==> config.mk <==
export PLATFORM = sky130hd
export DESIGN_NAME = async_pipe_injector_arb_flat
export DESIGN_NICKNAME = d
export VERILOG_FILES = /design/src/rtl/async_pipe_injector_arb_if.sv /design/src/rtl/async_pipe_injector_arb.sv /design/src/flat_wrapper.sv
export SDC_FILE = /design/constraint.sdc
export NUM_CORES = 1
export LEC_CHECK = 0
export ABC_AREA = 0
export CAP_MARGIN = 20
export CORE_ASPECT_RATIO = 1.2
export CORE_MARGIN = 4
export CORE_UTILIZATION = 45
export DETAILED_ROUTE_END_ITERATION = 6
export HOLD_SLACK_MARGIN = 0.1
export PLACE_DENSITY = 0.76
export SETUP_SLACK_MARGIN = 0.1
export SYNTH_ARGS = -nofsm -noshare
export SYNTH_HDL_FRONTEND = slang
export SYNTH_SLANG_ARGS = --single-unit
==> constraint.sdc <==
create_clock -name clk -period 4.95 [get_ports clk]
set_input_delay 1.485 -clock clk [delete_from_list [all_inputs] [get_ports clk]]
set_output_delay 1.485 -clock clk [all_outputs]
set_load 0.05 [all_outputs]
==> src/rtl/async_pipe_injector_arb_if.sv <==
// async_pipe_injector_arb_if: requester, token and ack signals of the async pipe injector
interface async_pipe_injector_arb_if #(parameter int CNT_W = 16);
  logic req0, req1, gnt0, gnt1, ack_in, busy, err;
  logic [13:0] data0, data1;
  logic [15:0] data_out;
  logic [CNT_W-1:0] tok_cnt;
  modport master (
    output req0, data0, req1, data1, ack_in,
    input gnt0, gnt1, data_out, busy, err, tok_cnt
  );
  modport slave (
    input req0, data0, req1, data1, ack_in,
    output gnt0, gnt1, data_out, busy, err, tok_cnt
  );
endinterface

==> src/rtl/async_pipe_injector_arb.sv <==
// async_pipe_injector_arb: round-robin injector of tagged tokens into a 4-phase RTZ async pipeline
module async_pipe_injector_arb #(
  parameter int SYNC_STAGES    = 2,
  parameter int TIMEOUT_CYCLES = 1024,
  parameter int CNT_W          = 16
) (
  input logic clk,
  input logic rst,
  async_pipe_injector_arb_if.slave bus
);
  typedef enum logic [1:0] {IDLE, SEND, RTZ, ERR} state_t;
  localparam int WD_W = TIMEOUT_CYCLES > 1 ? $clog2(TIMEOUT_CYCLES) : 1;
  localparam logic [WD_W-1:0] WD_MAX = WD_W'(TIMEOUT_CYCLES > 0 ? TIMEOUT_CYCLES - 1 : 0);
  state_t state_q, state_d;
  logic [SYNC_STAGES-1:0] sync_q, sync_d, warm_q, warm_d;
  logic [15:0] data_out_q, data_out_d;
  logic [WD_W-1:0] wd_q, wd_d;
  logic [CNT_W-1:0] tok_q, tok_d;
  logic gnt0_q, gnt0_d, gnt1_q, gnt1_d, last1_q, last1_d, busy_q, busy_d, err_q, err_d;
  logic ack_s, ready, pick1, expired;
  assign ack_s = sync_q[SYNC_STAGES-1];
  // ack_s is only trusted once the synchronizer has refilled after reset
  assign ready = warm_q[SYNC_STAGES-1];
  assign pick1 = bus.req1 & (~bus.req0 | ~last1_q);
  assign expired = (TIMEOUT_CYCLES != 0) && (wd_q == WD_MAX);
  always_comb begin
    sync_d = {sync_q[SYNC_STAGES-2:0], bus.ack_in};
    warm_d = {warm_q[SYNC_STAGES-2:0], 1'b1};
    state_d = state_q;
    data_out_d = data_out_q;
    gnt0_d = 1'b0;
    gnt1_d = 1'b0;
    last1_d = last1_q;
    wd_d = wd_q + 1'b1;
    tok_d = tok_q;
    err_d = err_q;
    case (state_q)
      IDLE: if (ready && !ack_s && (bus.req0 || bus.req1)) begin
        state_d = SEND;
        data_out_d = pick1 ? {2'b10, bus.data1} : {2'b01, bus.data0};
        gnt0_d = ~pick1;
        gnt1_d = pick1;
        last1_d = pick1;
        wd_d = '0;
      end
      SEND: if (ack_s) begin
        state_d = RTZ;
        data_out_d = '0;
        wd_d = '0;
      end else if (expired) begin
        state_d = ERR;
      end
      RTZ: if (!ack_s) begin
        state_d = IDLE;
        tok_d = tok_q + 1'b1;
      end else if (expired) begin
        state_d = ERR;
      end
      default: state_d = ERR;
    endcase
    if (state_d == ERR) begin
      data_out_d = '0;
      err_d = 1'b1;
    end
    busy_d = (state_d == SEND) || (state_d == RTZ);
  end
  always_ff @(posedge clk) begin
    if (rst) begin
      state_q <= IDLE;
      sync_q <= '0;
      warm_q <= '0;
      data_out_q <= '0;
      gnt0_q <= 1'b0;
      gnt1_q <= 1'b0;
      last1_q <= 1'b1;
      wd_q <= '0;
      tok_q <= '0;
      busy_q <= 1'b0;
      err_q <= 1'b0;
    end else begin
      state_q <= state_d;
      sync_q <= sync_d;
      warm_q <= warm_d;
      data_out_q <= data_out_d;
      gnt0_q <= gnt0_d;
      gnt1_q <= gnt1_d;
      last1_q <= last1_d;
      wd_q <= wd_d;
      tok_q <= tok_d;
      busy_q <= busy_d;
      err_q <= err_d;
    end
  end
  assign bus.data_out = data_out_q;
  assign bus.gnt0 = gnt0_q;
  assign bus.gnt1 = gnt1_q;
  assign bus.busy = busy_q;
  assign bus.err = err_q;
  assign bus.tok_cnt = tok_q;
endmodule
==> src/flat_wrapper.sv <==
// flat-port wrapper written by rule: the top's interface ports become plain ports
module async_pipe_injector_arb_flat 
#(
  parameter int SYNC_STAGES    = 2,
  parameter int TIMEOUT_CYCLES = 1024,
  parameter int CNT_W          = 16
)
  (clk, rst, bus_req0, bus_data0, bus_req1, bus_data1, bus_ack_in, bus_gnt0, bus_gnt1, bus_data_out, bus_busy, bus_err, bus_tok_cnt);
  async_pipe_injector_arb_if #(.CNT_W(CNT_W)) bus_i ();
  input logic clk;
  input logic rst;
  input wire logic [$bits(bus_i.req0)-1:0] bus_req0;
  input wire logic [$bits(bus_i.data0)-1:0] bus_data0;
  input wire logic [$bits(bus_i.req1)-1:0] bus_req1;
  input wire logic [$bits(bus_i.data1)-1:0] bus_data1;
  input wire logic [$bits(bus_i.ack_in)-1:0] bus_ack_in;
  output wire logic [$bits(bus_i.gnt0)-1:0] bus_gnt0;
  output wire logic [$bits(bus_i.gnt1)-1:0] bus_gnt1;
  output wire logic [$bits(bus_i.data_out)-1:0] bus_data_out;
  output wire logic [$bits(bus_i.busy)-1:0] bus_busy;
  output wire logic [$bits(bus_i.err)-1:0] bus_err;
  output wire logic [$bits(bus_i.tok_cnt)-1:0] bus_tok_cnt;
  assign bus_i.req0 = bus_req0;
  assign bus_i.data0 = bus_data0;
  assign bus_i.req1 = bus_req1;
  assign bus_i.data1 = bus_data1;
  assign bus_i.ack_in = bus_ack_in;
  assign bus_gnt0 = bus_i.gnt0;
  assign bus_gnt1 = bus_i.gnt1;
  assign bus_data_out = bus_i.data_out;
  assign bus_busy = bus_i.busy;
  assign bus_err = bus_i.err;
  assign bus_tok_cnt = bus_i.tok_cnt;
  async_pipe_injector_arb #(.SYNC_STAGES(SYNC_STAGES), .TIMEOUT_CYCLES(TIMEOUT_CYCLES), .CNT_W(CNT_W)) u_core (.clk(clk), .rst(rst), .bus(bus_i));
endmodule
==> impl_metrics.tcl <==
set metrics [dict create \
    outcome "completed" \
    drtPass1Iterations 4 \
    synth_area_leaders "dfxtp_1 (48%), mux2i_1 (6.3%), o32ai_1 (5.9%)" \
    critPathCaptureType "register" \
    synth_ff_type "dfxtp_1" \
    seq_area_frac_synth_pct 47.67 \
    critPathMaxFanout 11 \
    dp.cells 356 \
    grt-ovfl-total 0 \
    nFillCells 411 \
    h-tree-depth 2 \
    worst-slew-pin-transition_ns 0.6212 \
    area_growth_pct 38.22 \
    fin_tns_setup_ns 0 \
    portBuffers 68 \
    synth.most_common_cell "dfxtp_1" \
    pwr-share-seq_pct 49.5 \
    synth_top_family_by_area "simple AND/OR/NAND/NOR gates" \
    r2r.worst_path.cells 10 \
    powerDensity_mw_per_mm2 293.3 \
    grt_antenna_before_repair 0 \
    syn_area_sq_mm 0.002226 \
    cpMostUsedCell "nor2_1" \
    r2r_end "u_core.bus.data_out[2]" \
    initial_core_util_pct 47.40 \
    hp-class "reg -> reg" \
    synth_edf_count 0 \
    synth_top_cell_by_area "dfxtp_1" \
    vias 1954 \
    reg2reg_slack_ns 2.58 \
    critical-path-max-stage-delay_ns 0.43 \
    grt_max_degree 40 \
    synthMuxAreaShare_pct 6.296 \
    synth-seq-cells 53 \
    postCtsSetupBuffers 0 \
    ys_warn_count 0 \
    slew_violations 0 \
    synth-simple-area-share_pct 21.87 \
    die_y_um 85.04 \
    numCtsBuffers 5 \
    dr.first_iter.drc_count 60 \
    grt_util_all_layers_pct 16.96 \
    swShare_pct 23.20 \
    tritoncts "yes" \
    clock_skew_ns 0.007476 \
    postCtsHoldBufs 0 \
    maxCapViolations 0 \
    fp.dieW_um 72.20 \
    multi_input_area_sq_mm 0.001076 \
    synth_xor_area_share_pct 5.902 \
    post_cts_resized 0 \
    ant_nets 0 \
    fin_ws_ns 1.441 \
    instances_no_fill 365 \
    post-dp-hpwl_mm 3.352 \
    crit_chain "clkdlybuf4s50_1 -> o21ai_0 -> nor2_1 -> a311oi_1 -> nor2_1 -> ha_1 -> nor2_1 -> buf_4 -> nand2_1 -> o32ai_1" \
    cts_root_buffer "clkbuf_8" \
    ios 69 \
    fmax_mhz 285.0 \
    async_flop_share_pct 0 \
    synth_top_area_share_pct 47.67 \
    postRouteWirelength_mm 4.820 \
    drc_errors 0 \
    dp_slack_ns 1.113 \
    grt_pass1_wl_mm 8.390 \
    worstSkewPairLatency_ns 0.31 \
    synth_cell_types 31 \
    diodes 0 \
    hold_viol 0 \
    finalCriticalPeriod_ns 3.509 \
    routabilityCongestion 0.7726 \
    num_rows 27 \
    arrival_ns 3.73 \
    clk_pin_slew_worst_paths_ns 0.09 \
    cts_sinks 53 \
    worst_path_max_delay_cell "clkdlybuf4s50_1" \
    synthTopCellsByCount "dfxtp_1 (53), nand2_1 (26), nor2_1 (17), nor3_1 (17), o32ai_1 (15)" \
    synth_nets 281 \
    r2r_start "u_core.wd_q[0]" \
    drive_gt1_share_pct 4.886 \
    wl_per_cell_um 13.21 \
    worstSetupPathType "in -> reg" \
    synth_area_per_cell_sq_um 9.085 \
    hold_path_end "u_core.sync_q[1]" \
    cp-start-kind "input port" \
    regArea_sq_mm 0.001061 \
    core-area_sq_mm 0.004696 \
    die_area_sq_mm 0.006140 \
    vdd_ir_drop_max_mv 0.1457 \
    p_leak_nw 1.024 \
    relSlewSlack_pct 58.59 \
    layout.nets 342 \
    hp-start "u_core.sync_q[0]" \
    grt_pass1_vias 1896 \
    combPwrFrac_pct 12.8 \
    pwr-share-clk_pct 37.8 \
    power_switching_mw 0.2093 \
    synth_fa_ha_area_share_pct 1.686 \
    viasPerCell 5.353 \
    rsz0062_at_grt "false" \
    netlist_instances 245 \
    synth_compound_area_share_pct 12.25 \
    setup_viol 0 \
    min_path_cells 1 \
    cp.required_ns 5.17 \
    cts_buffer_depth 2 \
    p_int_mw 0.6930 \
    period_share_pct 70.90 \
]
-- power groups by stage --
stage,registers [mW],clock network [mW],logic [mW]
finish,0.446,0.341,0.115
global route,0.448,0.370,0.125
CTS,0.446,0.349,0.115
detailed placement,0.456,0,0.115
global placement,0.456,0,0.114
floorplan,0.479,0,0.0417
-- routing by layer --
layer,track usage (%),wire (um)
met4,5.641,78
met2,27.26,2255
met5,0,0
met3,6.872,464
met1,20.38,2022
-- cell usage in the layout, fill, tap and decap left out --
cell             Yosys  layout
dfxtp_1             53      53
or2_2                1       1
a21oi_2              0       1
clkdlybuf4s50_1      0      68
nor2b_1              6       6
bufinv_16            0       2
or4_1                3       3
nor3b_1              3       3
ha_1                 3       3
xor2_1               4       4
buf_8                0       1
and4_1               1       1
a21oi_1             11      10
a211o_1              1       1
xnor2_1             11      11
or3b_1               1       1
clkinv_2             0       1
a311oi_1             1       1
buf_4                1       3
nand2_1             26      26
nand4_1              6       6
o2bb2ai_1            1       1
mux2i_1             14      14
nor3_1              17      17
nand3_1              8       8
o32ai_1             15      15
nor2_1              17      17
clkbuf_8             0       5
o21ai_0              9       9
or3_1                9       9
a211oi_1             1       1
a21boi_2             0       1
inv_1                4       4
-- through the flow --
step | power (mW) | utilization (%) | area [sq um] | hold slack, ns
after floorplan | 0.5209 | - | 2226 | 0.4138
after global placement | 0.5695 | 62.35 | 2928 | 0.4217
after detailed placement | 0.5707 | 62.35 | 2928 | 0.4285
after CTS | 0.9097 | 65.20 | 3062 | 0.4502
after global routing | 0.9431 | 65.52 | 3077 | 0.4802
final | 0.9023 | 65.52 | 3077 | 0.4462
-- cells by family (layout without fill, tap and decap cells) --
kind of cell	after synthesis	after routing
muxes	14	14
buffers and inverters	22	84
adders and majority gates	3	3
xor gates and xnor gates	15	15
AOI/OAI and AO/OA	40	40
and+or+nand+nor	98	98
DFF	53	53
-- final cells by class --
| cell class | instances | area share (%) |
|---|---|---|
| well taps | 58 | 2.359 |
| inverters | 4 | 0.4880 |
| multi-input cells | 170 | 34.97 |
| flip-flops and latches | 53 | 34.49 |
| clock inverters | 3 | 2.115 |
| clock buffers | 5 | 2.237 |
| repair buffers | 72 | 23.34 |
-- worst max path at each step --
stage | startpoint | to | slack (ns) | cells after the start
final | bus_req0 | u_core.bus.data_out[2] | 1.44 | 10
after global routing | bus_req0 | u_core.bus.data_out[12] | 1.19 | 10
after CTS | bus_req0 | u_core.bus.data_out[10] | 1.45 | 10
after detailed placement | bus_req0 | u_core.bus.data_out[10] | 1.11 | 10
after global placement | bus_req0 | u_core.bus.data_out[3] | 1.21 | 10
after floorplan | bus_req1 | u_core.bus.data_out[10] | 1.69 | 9
-- worst max-delay path: cells and delay by family --
kind	cells	cell delay (ns)
AND/OR/NAND/NOR	4	0.59
buffers and inverters	2	0.69
adder cells (fa/ha/maj)	1	0.23
AO/OA/AOI/OAI	3	0.73
-- registers in the layout, indices dropped and copies added (netlist names) --
name	count
u_core.warm_q	2
u_core.state_q	2
u_core.bus.busy	1
u_core.bus.gnt0	1
u_core.bus.gnt1	1
u_core.sync_q	2
u_core.bus.err	1
u_core.bus.data_out	16
u_core.last1_q	1
u_core.wd_q	10
u_core.bus.tok_cnt	16
Note: power is estimated with default switching activity, not from simulation.
